`config.mk`:
```
export PLATFORM = sky130hd
export DESIGN_NAME = cpu_run_monitor
export DESIGN_NICKNAME = d
export VERILOG_FILES = /design/src/rtl/cpu_run_monitor.sv
export SDC_FILE = /design/constraint.sdc
export NUM_CORES = 1
export LEC_CHECK = 0
export BUFFER_PORTS_ARGS = -buffer_cell sky130_fd_sc_hd__clkbuf_2
export CAP_MARGIN = 20
export CORE_ASPECT_RATIO = 1.5
export CORE_MARGIN = 4
export CORE_UTILIZATION = 40
export CTS_CLUSTER_SIZE = 40
export DETAILED_ROUTE_END_ITERATION = 10
export HOLD_SLACK_MARGIN = 0.08
export PLACE_DENSITY = 0.74
export SYNTH_ARGS = -nofsm -noshare
export SYNTH_HDL_FRONTEND = slang
export SYNTH_SLANG_ARGS = --single-unit
```
`constraint.sdc`:
```
create_clock -name clk -period 3.9 [get_ports clk]
set_input_delay 0.78 -clock clk [delete_from_list [all_inputs] [get_ports clk]]
set_output_delay 0.78 -clock clk [all_outputs]
set_load 0.02 [all_outputs]
```
`src/rtl/cpu_run_monitor.sv`:
```
// ---------------------------------------------------------------------------
// cpu_run_monitor
//   Run controller and observer for the monocycle CPU. A run has three phases:
//   the CPU is held in reset for RST_CYCLES cycles, it then executes until the
//   PC reaches a halt address or a cycle budget runs out, and finally the first
//   NUM_REGS register-file entries are streamed out over a valid/ready port.
//
// Ports
//   clk, reset        : rising-edge clock, synchronous active-high reset
//   start             : begins a run (accepted only when idle or done)
//   max_cycles        : run budget latched on start, 0 = unlimited
//   halt_pc           : halt address latched on start
//   cpu_pc            : CPU program counter being observed
//   cpu_reset, cpu_en : reset and clock-enable driven into the CPU
//   rf_raddr/rf_rdata : monitor read port into the register file (comb read)
//   dump_valid/ready  : snapshot stream handshake
//   dump_idx/data     : register index and value of the current snapshot word
//   cycles            : executed cycles of the last/current run (saturating)
//   busy, done        : run in progress / run finished
//   timeout           : last run ended on budget rather than on halt_pc
// ---------------------------------------------------------------------------
module cpu_run_monitor #(
  parameter int DATA_W     = 16,
  parameter int PC_W       = 10,
  parameter int RF_AW      = 4,
  parameter int NUM_REGS   = 4,
  parameter int RST_CYCLES = 2,
  parameter int CNT_W      = 16
) (
  input  logic              clk,
  input  logic              reset,
  input  logic              start,
  input  logic [CNT_W-1:0]  max_cycles,
  input  logic [PC_W-1:0]   halt_pc,
  input  logic [PC_W-1:0]   cpu_pc,
  output logic              cpu_reset,
  output logic              cpu_en,
  output logic [RF_AW-1:0]  rf_raddr,
  input  logic [DATA_W-1:0] rf_rdata,
  output logic              dump_valid,
  input  logic              dump_ready,
  output logic [RF_AW-1:0]  dump_idx,
  output logic [DATA_W-1:0] dump_data,
  output logic [CNT_W-1:0]  cycles,
  output logic              busy,
  output logic              done,
  output logic              timeout
);

  localparam int RST_W = (RST_CYCLES > 1) ? $clog2(RST_CYCLES) : 1;

  typedef enum logic [2:0] {
    ST_IDLE, ST_RESET, ST_RUN, ST_DUMP, ST_DONE
  } state_t;

  state_t              state_q, state_d;
  logic [RST_W-1:0]    rst_cnt_q, rst_cnt_d;
  logic [CNT_W-1:0]    max_q, max_d;
  logic [PC_W-1:0]     halt_q, halt_d;
  logic [CNT_W-1:0]    cycles_q, cycles_d;
  logic                timeout_q, timeout_d;
  logic [RF_AW-1:0]    idx_q, idx_d;
  logic                dump_valid_q, dump_valid_d;
  logic [RF_AW-1:0]    dump_idx_q, dump_idx_d;
  logic [DATA_W-1:0]   dump_data_q, dump_data_d;

  logic                start_ok;
  logic                rst_last;
  logic                halt_hit;
  logic                budget_hit;
  logic                xfer;
  logic                last_idx;
  logic [CNT_W:0]      cycles_inc;

  assign start_ok   = start && ((state_q == ST_IDLE) || (state_q == ST_DONE));
  assign rst_last   = (rst_cnt_q == RST_W'(RST_CYCLES - 1));
  assign halt_hit   = (cpu_pc == halt_q);
  // Extra bit so the budget compare cannot wrap when cycles is saturated.
  assign cycles_inc = {1'b0, cycles_q} + {{CNT_W{1'b0}}, 1'b1};
  assign budget_hit = (max_q != '0) && (cycles_inc == {1'b0, max_q});
  assign xfer       = dump_valid_q && dump_ready;
  assign last_idx   = (idx_q == RF_AW'(NUM_REGS - 1));

  // State and datapath registers
  always_ff @(posedge clk) begin
    if (reset) begin
      state_q      <= ST_IDLE;
      rst_cnt_q    <= '0;
      max_q        <= '0;
      halt_q       <= '0;
      cycles_q     <= '0;
      timeout_q    <= 1'b0;
      idx_q        <= '0;
      dump_valid_q <= 1'b0;
      dump_idx_q   <= '0;
      dump_data_q  <= '0;
    end else begin
      state_q      <= state_d;
      rst_cnt_q    <= rst_cnt_d;
      max_q        <= max_d;
      halt_q       <= halt_d;
      cycles_q     <= cycles_d;
      timeout_q    <= timeout_d;
      idx_q        <= idx_d;
      dump_valid_q <= dump_valid_d;
      dump_idx_q   <= dump_idx_d;
      dump_data_q  <= dump_data_d;
    end
  end

  // Next-state logic
  always_comb begin
    state_d = state_q;
    case (state_q)
      ST_IDLE,
      ST_DONE:  if (start_ok) state_d = ST_RESET;
      ST_RESET: if (rst_last) state_d = ST_RUN;
      ST_RUN:   if (halt_hit || budget_hit) state_d = ST_DUMP;
      ST_DUMP:  if (xfer && last_idx) state_d = ST_DONE;
      default:  state_d = ST_IDLE;
    endcase
  end

  // Datapath next values
  always_comb begin
    rst_cnt_d    = rst_cnt_q;
    max_d        = max_q;
    halt_d       = halt_q;
    cycles_d     = cycles_q;
    timeout_d    = timeout_q;
    idx_d        = idx_q;
    dump_valid_d = dump_valid_q;
    dump_idx_d   = dump_idx_q;
    dump_data_d  = dump_data_q;

    case (state_q)
      ST_IDLE,
      ST_DONE: begin
        if (start_ok) begin
          max_d        = max_cycles;
          halt_d       = halt_pc;
          cycles_d     = '0;
          timeout_d    = 1'b0;
          rst_cnt_d    = '0;
          idx_d        = '0;
          dump_valid_d = 1'b0;
        end
      end
      ST_RESET: begin
        rst_cnt_d = rst_cnt_q + RST_W'(1);
      end
      ST_RUN: begin
        // The halting cycle itself is counted; halt takes priority over budget.
        cycles_d = (&cycles_q) ? cycles_q : cycles_q + CNT_W'(1);
        if (halt_hit) begin
          timeout_d = 1'b0;
        end else if (budget_hit) begin
          timeout_d = 1'b1;
        end
      end
      ST_DUMP: begin
        // A word is captured whenever nothing is pending, so there is always a
        // one-cycle gap after each transfer while the next address is read.
        if (!dump_valid_q) begin
          dump_valid_d = 1'b1;
          dump_idx_d   = idx_q;
          dump_data_d  = rf_rdata;
        end else if (xfer) begin
          dump_valid_d = 1'b0;
          if (!last_idx) begin
            idx_d = idx_q + RF_AW'(1);
          end
        end
      end
      default: ;
    endcase
  end

  // Outputs decoded from state
  always_comb begin
    cpu_reset = 1'b0;
    cpu_en    = 1'b0;
    busy      = 1'b0;
    done      = 1'b0;
    rf_raddr  = '0;
    case (state_q)
      ST_IDLE:  cpu_reset = 1'b1;
      ST_RESET: begin
        cpu_reset = 1'b1;
        busy      = 1'b1;
      end
      ST_RUN: begin
        cpu_en = 1'b1;
        busy   = 1'b1;
      end
      ST_DUMP: begin
        busy     = 1'b1;
        rf_raddr = idx_q;
      end
      ST_DONE:  done = 1'b1;
      default:  cpu_reset = 1'b1;
    endcase
  end

  assign dump_valid = dump_valid_q;
  assign dump_idx   = dump_idx_q;
  assign dump_data  = dump_data_q;
  assign cycles     = cycles_q;
  assign timeout    = timeout_q;

endmodule

```
# == Yosys cells after proc, flatten, opt, wreduce, memory -nomap -nowiden ==
# Index checks and enable logic that the tools add are counted.
# op_classes
reduce_logical,23
bitwise_logic,1
muxes,26
n_eq_ne,16
addsub,4
# op_table
operator,n
$mux 16,2
$pmux 16 s2,1
$mux 4,5
$add 16x1->17 const B,1
$eq 17x16->1,1
$add 16x1->16 const B,1
$ne 2x2->1 const B,8
$reduce_and 16->1,1
$reduce_bool 16->1,1
$mux 3,4
$pmux 3 s4,1
$eq 10x10->1,1
$mux 1,9
$pmux 4 s2,1
$reduce_and 2->1,4
$eq 3x2->1 const B,2
$pmux 1 s2,3
$reduce_and 3->1,2
$reduce_bool 2->1,3
$reduce_or 3->1,2
$reduce_and 5->1,1
$add 4x1->4 const B,1
$eq 4x2->1 const B,1
$logic_and 1x1->1,4
other kinds (9),10
# totals
reg_bits,72
input_bits,56
output_inout_bits,46
wordCells,80

# == Depth between registers and ports, before layout ==
# Gate-level depths: netlist of run 1.
# depth
word_depth,6
ltp_mapped,9
depth_no_buf,8

# == Worst setup path before layout of run 1 ==
# Ideal clock, no wire load.
# synth_path
path_type,flip-flop to flip-flop
start,reg cycles_q[0] (netlist: cycles[0])
end,reg state_q[2]
setup_slack_ns,1.261
path_stages_with_launch,9
arrival_ns,2.516
setup_time_ns,0.123
period_less_slack_ns,2.639
path_cell_list,dfxtp_1 ha_1 nand4_2 or2_0 o31a_1 nor4_2 o2111ai_1 a21oi_1 mux2_1
# synth_via
elab_chain_cells,6
# synth_rtl
item,line_no,rtl
start: declaration,60,"logic [CNT_W-1:0] cycles_q, cycles_d;"
start signal: assignment,102,cycles_q <= cycles_d;
$add 16x1->17,79,"assign cycles_inc = {1'b0, cycles_q} + {{CNT_W{1'b0}}, 1'b1};"
$eq 17x16->1,80,"assign budget_hit = (max_q != '0) && (cycles_inc == {1'b0, max_q});"
$logic_and 1x1->1,80,
$logic_or 1x1->1,118,ST_RUN: if (halt_hit || budget_hit) state_d = ST_DUMP;
$ne 2x2->1 (no line),n/a,
$reduce_and 4->1 (no line),n/a,
end signal: assignment,98,state_q <= state_d;
end: declaration,56,"state_t state_q, state_d;"
# No other way between the ends.
# A chain may end at the register's enable or synchronous reset.

# == Final worst setup path of run 1 ==
# layout_path
start,reg cycles_q[0] (netlist: cycles[0])
end,reg cycles_q[8] (netlist: cycles[8])
# layout_via
elab_chain_cells,3
elab_cells_between_ends,6
classes_between,1 x add/sub; 1 x eq/ne; 2 x mux; 2 x reduce/logical
# layout_rtl
item,line_no,rtl
$add 16x1->16 or $reduce_and 16->1 (tied branches),154,cycles_d = (&cycles_q) ? cycles_q : cycles_q + CNT_W'(1);
$mux 16 or $ne 2x2->1 (tied branches),n/a,
$pmux 16 s2 or $reduce_and 3->1 (tied branches),n/a,
# Parallel ways exist; a longest one is shown, timed or not. The select of a mux whose other input is x is not followed.

==> impl_metrics.toml, run 1 <==
[route]
drt-pass1-iter-count = 4
ant_nets = 0
drtIter0Drc = 177
wl_per_cell_um = 15.0
wl_um = 10200
route.detailed.drc = 0
via_per_inst = 5.41
num_vias = 3676

[global_route]
grt_pass1_wl_um = 17100
grt.total_usage_pct = 19.7
antenna_found_initial = 0
overflow = 0
grt_pass1_vias = 3618
grt_start_max_net_pins = 38

[cells_and_area]
fin_util_pct = 50.5
antenna_cells = 0
final_cell_mix = "110 x nand2_1, 101 x clkbuf_2, 72 x dfxtp_1, 67 x a21oi_1, 39 x nor2_1"
area_delta_synth_final_pct = 22.7
n_fill_cell = 876
ff_latch_area_um2 = 1440
final_common_cell = "nand2_1"
multi_input_area_um2 = 2070
drive_gt1_share_pct = 23.6
final_area_um2 = 4490
final_nets = 624

[critical_path]
critPathCaptureType = "register"
critical_path_class = "register to register"
start_kind = "register"
cp_slowest_cell = "nor2_1"
cp_max_fo = 12
cp_num_buf_inv = 1
path_common_cell = "nor2_1"
required_ps = 4150
path_cells = "ha_1, nand4_2, or3_1, nor2_1, nor2_1, buf_4, nor2_1, o21ai_0, a21oi_1"
rrSetupSlack_ps = 1070
crit_family = "simple AND/OR/NAND/NOR gates"
cp.arrival_ps = 3070
slowest_delay_ps = 510

[place]
portBuffers = 101
dpl_cell_area_um2 = 4210
place_ws_ps = 1120
globalplace.congestion = 0.921
dp_hpwl_um = 7690

[power_and_ir_drop]
p_leak_uw = 0.00179
irDropWorstVdd_mv = 0.341
p_per_area_nw_per_um2 = 531
power_uw = 2380

[floorplanning]
die_y_um = 125
start_util_pct = 41.2
pin_count = 102
core_area_um2 = 8880
fp-row-count = 42
die_w_um = 86.1
dieArea_um2 = 10800

[sta]
post-route-min-period_ps = 2830
finalCritPeriodShare_pct = 72.4
hold_viol = 0
slew_headroom_pct = 48.0
skew_ps = 4.35
rsz0062_at_grt = "false"
tightest_slew_ps = 779
setup_ws_ps = 1070
fmax_mhz = 354
final-max-slew-violation-count = 0
setup_tns_ps = 0
finalSetupViolCount = 0

[flow_run]
cap_violations = 0

[logic_synthesis]
synth-seq-cells = 72
yosysSeqAreaShare_pct = 39.4
yosys_warnings = 0
synth_ff_type = "dfxtp_1"
netlist_instances = 480
synth_edf_count = 0
synthDistinctLibCells = 53
syn_area_per_cell_um2 = 7.62
syn_nets = 538
async_flop_share_pct = 0
syn-cell-area_um2 = 3660

[hold_path]
hp-class = "register to register"

[clock_network]
cts.clk_slew.worst_paths_ps = 60
clock_sinks = 72
root_buffer = "clkbuf_16"
htreeDepth = 3
cts_hold_buf = 0
cts_buffer_depth = 2
clkLatencyLatePin_ps = 330
cts_buffers = 9
tritoncts = "done"
post_cts_resized = 0
post_cts_buffers = 0

[run_status]
status = "complete, no violations"
-- registers in the layout, summed over array words and instances (netlist names) --
| register | flops |
|---|---|
| rst_cnt_q | 1 |
| cycles | 16 |
| halt_q | 10 |
| timeout | 1 |
| idx_q | 4 |
| dump_data | 16 |
| state_q | 3 |
| dump_idx | 4 |
| max_q | 16 |
| dump_valid | 1 |
-- cells in the mapped netlist (5+ instances only) --
master | n | area share, %
a21oi_1 | 67 | 9.2
and2_1 | 5 | 0.86
buf_2 | 8 | 1.1
clkbuf_1 | 22 | 2.3
dfxtp_1 | 72 | 39
inv_1 | 5 | 0.51
nand2_1 | 110 | 11
nand2b_1 | 5 | 0.86
nand3_1 | 16 | 2.2
nand4_1 | 8 | 1.4
nor2_1 | 39 | 4.0
nor3_1 | 8 | 1.1
nor4_1 | 6 | 1.0
o21ai_0 | 11 | 1.5
or3_1 | 5 | 0.86
xnor2_1 | 18 | 4.3
xor2_1 | 19 | 4.6
-- final timing paths --
kind / startpoint / to / cells after the start
worst min-delay path: dump_data[1] / dump_data[1] / 2
worst min register to register: dump_data[1] / dump_data[1] / 2
worst max-delay path: cycles[0] / cycles[8] / 9
worst max register to register: cycles[0] / cycles[8] / 9
-- worst register-to-register path, delay by kind of cell (launching register included) --
family / cells / cell delay [ps]
AOI/OAI and AO/OA: 2 / 380
buffers and inverters: 1 / 180
DFF: 1 / 460
adders and majority gates: 1 / 310
and+or+nand+nor: 5 / 1400
-- cell families (layout without fill, tap and decap cells) --
| family | count (synthesis) | after routing | share of synthesized area [%] |
|---|---|---|---|
| buf+inv | 36 | 125 | 3.97 |
| fa+ha+maj | 2 | 2 | 0.684 |
| mux | 4 | 4 | 1.16 |
| xor+xnor | 37 | 37 | 8.86 |
| compound gates | 103 | 103 | 16.7 |
| flops | 72 | 72 | 39.4 |
| simple gates | 226 | 226 | 29.2 |
-- metrics by stage --
step / instances / hold slack, ps
floorplan: 480 / 448
global placement: 665 / 443
detailed placement: 665 / 447
CTS: 679 / 454
global route: 679 / 476
finish: 679 / 454
-- final cells by class --
type / instances / share of cell area, %
multi-input cells: 372 / 46.1
flip-flops and latches: 72 / 32.1
repair buffers: 106 / 12.1
clock buffers: 10 / 5.10
well taps: 110 / 3.07
clock inverters: 4 / 1.06
inverters: 5 / 0.418
-- power by group --
group | internal [uW] | switching (uW) | leakage [uW]
Clock | 485 | 294 | 0.000134
Combinational | 254 | 446 | 0.00107
Sequential | 817 | 88.0 | 0.000585
-- layer usage --
layer  GRT usage (%)  vias up  share of wire (%)
met5               0        -                  0
met1            21.6     1715                 38
met2            34.1      122                 52
li1                -     1811                  -
met4            8.85        0                3.0
met3            5.86       28                7.0
(Power assumes the default switching activity.)
==> run 2, diff against run 1 <==
ABC_AREA = 1   (was not set)
clock period = 2.85 ns   (was 3.9 ns; I/O delays follow)
==> run 2 against run 1 <==
Effect of this change:
- non-clock buffer count increased by 1
- largest cell class unchanged
- hold slack about the same
- sequential share of layout area decreased by 0.21 points
- largest power group is now combinational cells
- total power increased by 83%
- routed wire length increased by 2.2%
- critical path depth unchanged
==> impl_metrics.toml, run 2 <==
[logic_synthesis]
yosysMostFrequentCell = "nand2_1"
synth_area_leaders = "dfxtp_1 40%, nand2_1 12%, nor2_1 9.2%"
synth_ff_type = "dfxtp_1"
syn_area_per_cell_um2 = 6.70
synthDistinctLibCells = 30
synth_common_cells = "112 x nand2_1, 89 x nor2_1, 72 x dfxtp_1"
yosys.area_share.simple_pct = 34.6
synth_fa_ha_area_share_pct = 0.688
yosysSeqAreaShare_pct = 39.6
synth_compound_area_share_pct = 14.4
syn_nets = 601
synth_xor_area_share_pct = 1.93
yosys.area.top_type_share_pct = 39.6
syn-cell-area_um2 = 3640
yosys_warnings = 0
synth_top_family_by_area = "simple AND/OR/NAND/NOR gates"
netlist_instances = 543
synth_edf_count = 0
synth-seq-cells = 72
synth_largest_area_cell = "dfxtp_1"
async_flop_share_pct = 0
yosys-mux-area-fraction_pct = 0

[clock_network]
post_cts_resized = 0
clkLatencyLatePin_ps = 340
cts_buffers = 9
htreeDepth = 3
cts.clk_slew.worst_paths_ps = 60
post_cts_buffers = 0
root_buffer = "clkbuf_16"
clock_sinks = 72
cts_hold_buf = 0
tritoncts = "done"
cts_buffer_depth = 2

[floorplanning]
dieArea_um2 = 10700
pin_count = 102
core_area_um2 = 8830
die_y_um = 125
start_util_pct = 41.2
die_w_um = 85.9
fp-row-count = 42

[place]
dp_hpwl_um = 7910
dpl_cell_area_um2 = 4260
globalplace.congestion = 0.867
place_ws_ps = 595
portBuffers = 101

[sta]
finalCritPeriodShare_pct = 80.5
fmax_mhz = 436
skew_ps = 10.9
hold_ws_ps = 454
hold_viol = 0
post-route-min-period_ps = 2290
finalSetupViolCount = 0
slew_headroom_pct = 51.4
setup_tns_ps = 0
final-max-slew-violation-count = 0
setup_ws_ps = 557
rsz0062_at_grt = "false"
tightest_slew_ps = 728

[flow_run]
cap_violations = 0

[route]
wl_um = 10400
via_per_inst = 5.19
num_vias = 3946
drtIter0Drc = 288
route.detailed.drc = 0
wl_per_cell_um = 13.7
ant_nets = 0
drt-pass1-iter-count = 7

[global_route]
grt_pass1_vias = 3849
overflow = 0
grt.total_usage_pct = 20.0
grt_start_max_net_pins = 26
antenna_found_initial = 0
grt_pass1_wl_um = 17200

[hold_path]
hp-class = "input port to register"
hold-path-cell-count = 3

[cells_and_area]
drive_gt1_share_pct = 20.9
final_cell_mix = "112 x nand2_1, 101 x clkbuf_2, 89 x nor2_1, 72 x dfxtp_1, 62 x inv_1"
final_area_um2 = 4520
multi_input_area_um2 = 1880
n_fill_cell = 880
area_delta_synth_final_pct = 24.2
final_nets = 703
ff_latch_area_um2 = 1440
final_common_cell = "nand2_1"
fin_util_pct = 51.2
antenna_cells = 0

[critical_path]
cp_slowest_cell = "nor2_4"
critPathCapture = "cycles[14]"
slowest_delay_ps = 410
critical_path_class = "register to register"
rrSetupSlack_ps = 560
worstSetupStartpoint = "cycles[0]"
cp.arrival_ps = 2560
crit_family = "simple AND/OR/NAND/NOR gates"
reg2reg_to = "cycles[14]"
path_cells = "ha_1, nand2_1, nor2_4, nand4_2, nor3_2, nor2_1, nor2_4, nand2_1, a21oi_1"
cp.depth = 9
critPathCaptureType = "register"
r2r-start = "cycles[0]"
cp_num_buf_inv = 0
required_ps = 3120
cp_max_fo = 16
start_kind = "register"
rr_worst_depth = 9

[power_and_ir_drop]
p_int_uw = 2500
p_leak_uw = 0.00209
p_sw_share_pct = 42.6
irDropWorstVdd_mv = 0.493
netSwitchingPower_uw = 1860
p_per_area_nw_per_um2 = 966
clkPwrFrac_pct = 23.5
p_seq_share_pct = 34.5
combPwrFrac_pct = 42.0

[run_status]
status = "complete, no violations"
[run 2: cell types whose count changed in the layout (fill, tap and decap cells not counted), moves of 6 or more]
cell	before	now
nor4_1	6	0
nor2_1	39	89
nand3_1	16	47
o21ai_0	11	43
xnor2_1	18	5
xor2_1	19	3
inv_1	5	62
nand4_1	8	17
a21oi_1	67	38
nor2_4	0	6
[run 2: cell families after synthesis]
family | count (synthesis)
compound gates | 96
xor+xnor | 8
fa+ha+maj | 2
buf+inv | 82
flops | 72
simple gates | 283
[run 2: routing by layer]
metal | wire length (um) | GRT usage [%]
met2 | 5110 | 33.3
met5 | 0 | 0
met3 | 774 | 6.35
met1 | 4120 | 21.7
met4 | 432 | 11.6
[run 2: final cells by class]
class	count	share of cell area [%]
Multi-Input combinational cell	389	41.6
Tap cell	110	3.05
Timing Repair Buffer	107	12.2
Clock buffer	16	5.79
Inverter	66	5.48
Sequential cell	72	31.9
[run 2: worst min path at each step]
stage | from | end | slack (ps)
after floorplan | halt_q[4] | halt_q[4] | 440
after global placement | timeout | timeout | 460
after detailed placement | timeout | timeout | 460
after CTS | rf_rdata[14] | dump_data[14] | 450
after global routing | rf_rdata[5] | dump_data[5] | 460
final | rf_rdata[14] | dump_data[14] | 450
[run 2: power groups by stage]
stage | Clock (uW) | Combinational (uW) | Sequential [uW]
2_1_floorplan | 0 | 1230 | 1590
3_3_place_gp | 0 | 1790 | 1510
3_5_place_dp | 0 | 1820 | 1520
6_report | 1030 | 1830 | 1500
5_1_grt | 1080 | 2050 | 1540
4_1_cts | 1040 | 1830 | 1500
[run 2: tightest hold or removal path: cells and delay by family]
kind	cells	cell delay (ps)
buffers and inverters	1	70
AND/OR/NAND/NOR	2	110
[run 2: through the flow]
step | total power [uW] | cells
after global placement | 3300 | 744
after CTS | 4370 | 760
after detailed placement | 3340 | 744
after floorplan | 2820 | 543
final | 4360 | 760
after global routing | 4670 | 760
==> run 3, diff against run 2 <==
clock period = 2.15 ns   (was 2.85 ns; I/O delays follow)
==> run 3 against run 2 <==
Effect of this change:
- maximum frequency up 13%
- routed wire length up 4.1%
- setup slack worse by 440 ps
- utilization up 4.0 points
- critical path type unchanged
- largest power group unchanged
- clock power up 45%
- clock skew down 2.5 ps
==> impl_metrics.toml, run 3 (synthesis results as in run 2) <==
[run_status]
status = "complete, no violations"

[critical_path]
worstSetupStartpoint = "cycles[0]"
rrSetupSlack_ps = 120
critPathCaptureType = "register"
required_ps = 2390
r2r-start = "cycles[0]"
cp.arrival_ps = 2270
cp_max_fo = 5
critical_path_class = "register to register"
start_kind = "register"

[cells_and_area]
drive_gt1_share_pct = 28.1
area_delta_synth_final_pct = 33.9
final_area_um2 = 4870
final_nets = 722
final_common_cell = "nand2_1"
final_cell_mix = "107 x nand2_1, 101 x clkbuf_2, 84 x nor2_1, 63 x dfxtp_1, 61 x inv_1"
antenna_cells = 0

[sta]
tightest_slew_ps = 474
finalSetupViolCount = 0
fmax_mhz = 493
finalCritPeriodShare_pct = 94.4
hold_viol = 0
final-max-slew-violation-count = 0
rsz0062_at_grt = "true"
hold_ws_ps = 321
slew_headroom_pct = 68.3
post-route-min-period_ps = 2030
skew_ps = 8.44

[clock_network]
root_buffer = "clkbuf_16"
cts.clk_slew.worst_paths_ps = 60
htreeDepth = 3
clkLatencyLatePin_ps = 340
cts_buffers = 9
cts_hold_buf = 0
tritoncts = "done"
clock_sinks = 72
cts_buffer_depth = 2

[route]
wl_per_cell_um = 13.9
route.detailed.drc = 0
drt-pass1-iter-count = 6
ant_nets = 0
num_vias = 4020
via_per_inst = 5.16
drtIter0Drc = 195
wl_um = 10900

[global_route]
grt.total_usage_pct = 20.1
grt_start_max_net_pins = 33
overflow = 0
grt_pass1_wl_um = 17300
grt_pass1_vias = 3946
antenna_found_initial = 0

[power_and_ir_drop]
p_leak_uw = 0.00225
irDropWorstVdd_mv = 0.911
p_per_area_nw_per_um2 = 1290

[floorplanning]
fp-row-count = 42
core_area_um2 = 8830
pin_count = 102
start_util_pct = 41.2
die_y_um = 125
dieArea_um2 = 10700
die_w_um = 85.9

[hold_path]
min_from = "rf_rdata[11]"
hp-class = "input port to register"

[flow_run]
cap_violations = 0

[place]
dp_hpwl_um = 8110
portBuffers = 101
dpl_cell_area_um2 = 4400
globalplace.congestion = 0.926
-- run 3: what timing repair did --
| action | 4_1_cts | 5_1_grt |
|---|---|---|
| setup buffers | 0 | 6 |
| setup endpoints to repair | 0 | 18 |
| hold endpoints to repair | 0 | 0 |
| gates resized for setup | 0 | 35 |
-- run 3: report_power, final --
| group | internal [uW] | switching [uW] |
|---|---|---|
| Clock | 897 | 595 |
| Combinational | 1010 | 1770 |
| Sequential | 1740 | 265 |
| Total | 3640 | 2630 |
-- run 3: cell type report --
| cell class | count | area, um^2 |
|---|---|---|
| multi-input cells | 390 | 1980 |
| clock buffers | 9 | 225 |
| fillers | 828 | 3960 |
| flip-flops and latches | 72 | 1460 |
| repair buffers | 125 | 749 |
| clock inverters | 7 | 72.6 |
| well taps | 110 | 138 |
| inverters | 66 | 251 |
-- run 3: critical path, stage by stage (launching register included) --
cell,delay (ps)
dfxtp_4,360
ha_4,160
nand2_4,70
nor2_4,140
buf_2,200
nand2_1,70
nand2_1,100
o211ai_1,110
nor2_1,190
nand3_2,120
o21ai_4,170
nand2_2,90
o21ai_1,120
inv_1,40
-- run 3: metrics by stage --
stage / setup slack, ps / total power [uW] / utilization [%] / TNS (ps) / cells
global placement: 123 / 4600 / 49.8 / 0 / 756
finish: 121 / 6270 / 55.2 / 0 / 779
CTS: 67.7 / 6160 / 53.2 / 0 / 772
floorplan: 109 / 3730 / - / 0 / 543
detailed placement: 70.5 / 4660 / 49.8 / 0 / 756
global route: -46.3 / 6720 / 55.2 / -110 / 779
-- run 3: worst paths after layout --
kind,to,cells after the start
min,dump_data[11],3
max reg2reg,state_q[1],13
min reg2reg,halt_q[4],2
max,state_q[1],13
-- run 3: per-layer routing --
metal	part of all wire [%]	wire length, um	global-route usage (%)
met2	51	5490	34.5
met1	37	3980	20.9
met3	8.4	909	6.88
met4	4.5	490	11.0
met5	0	0	0
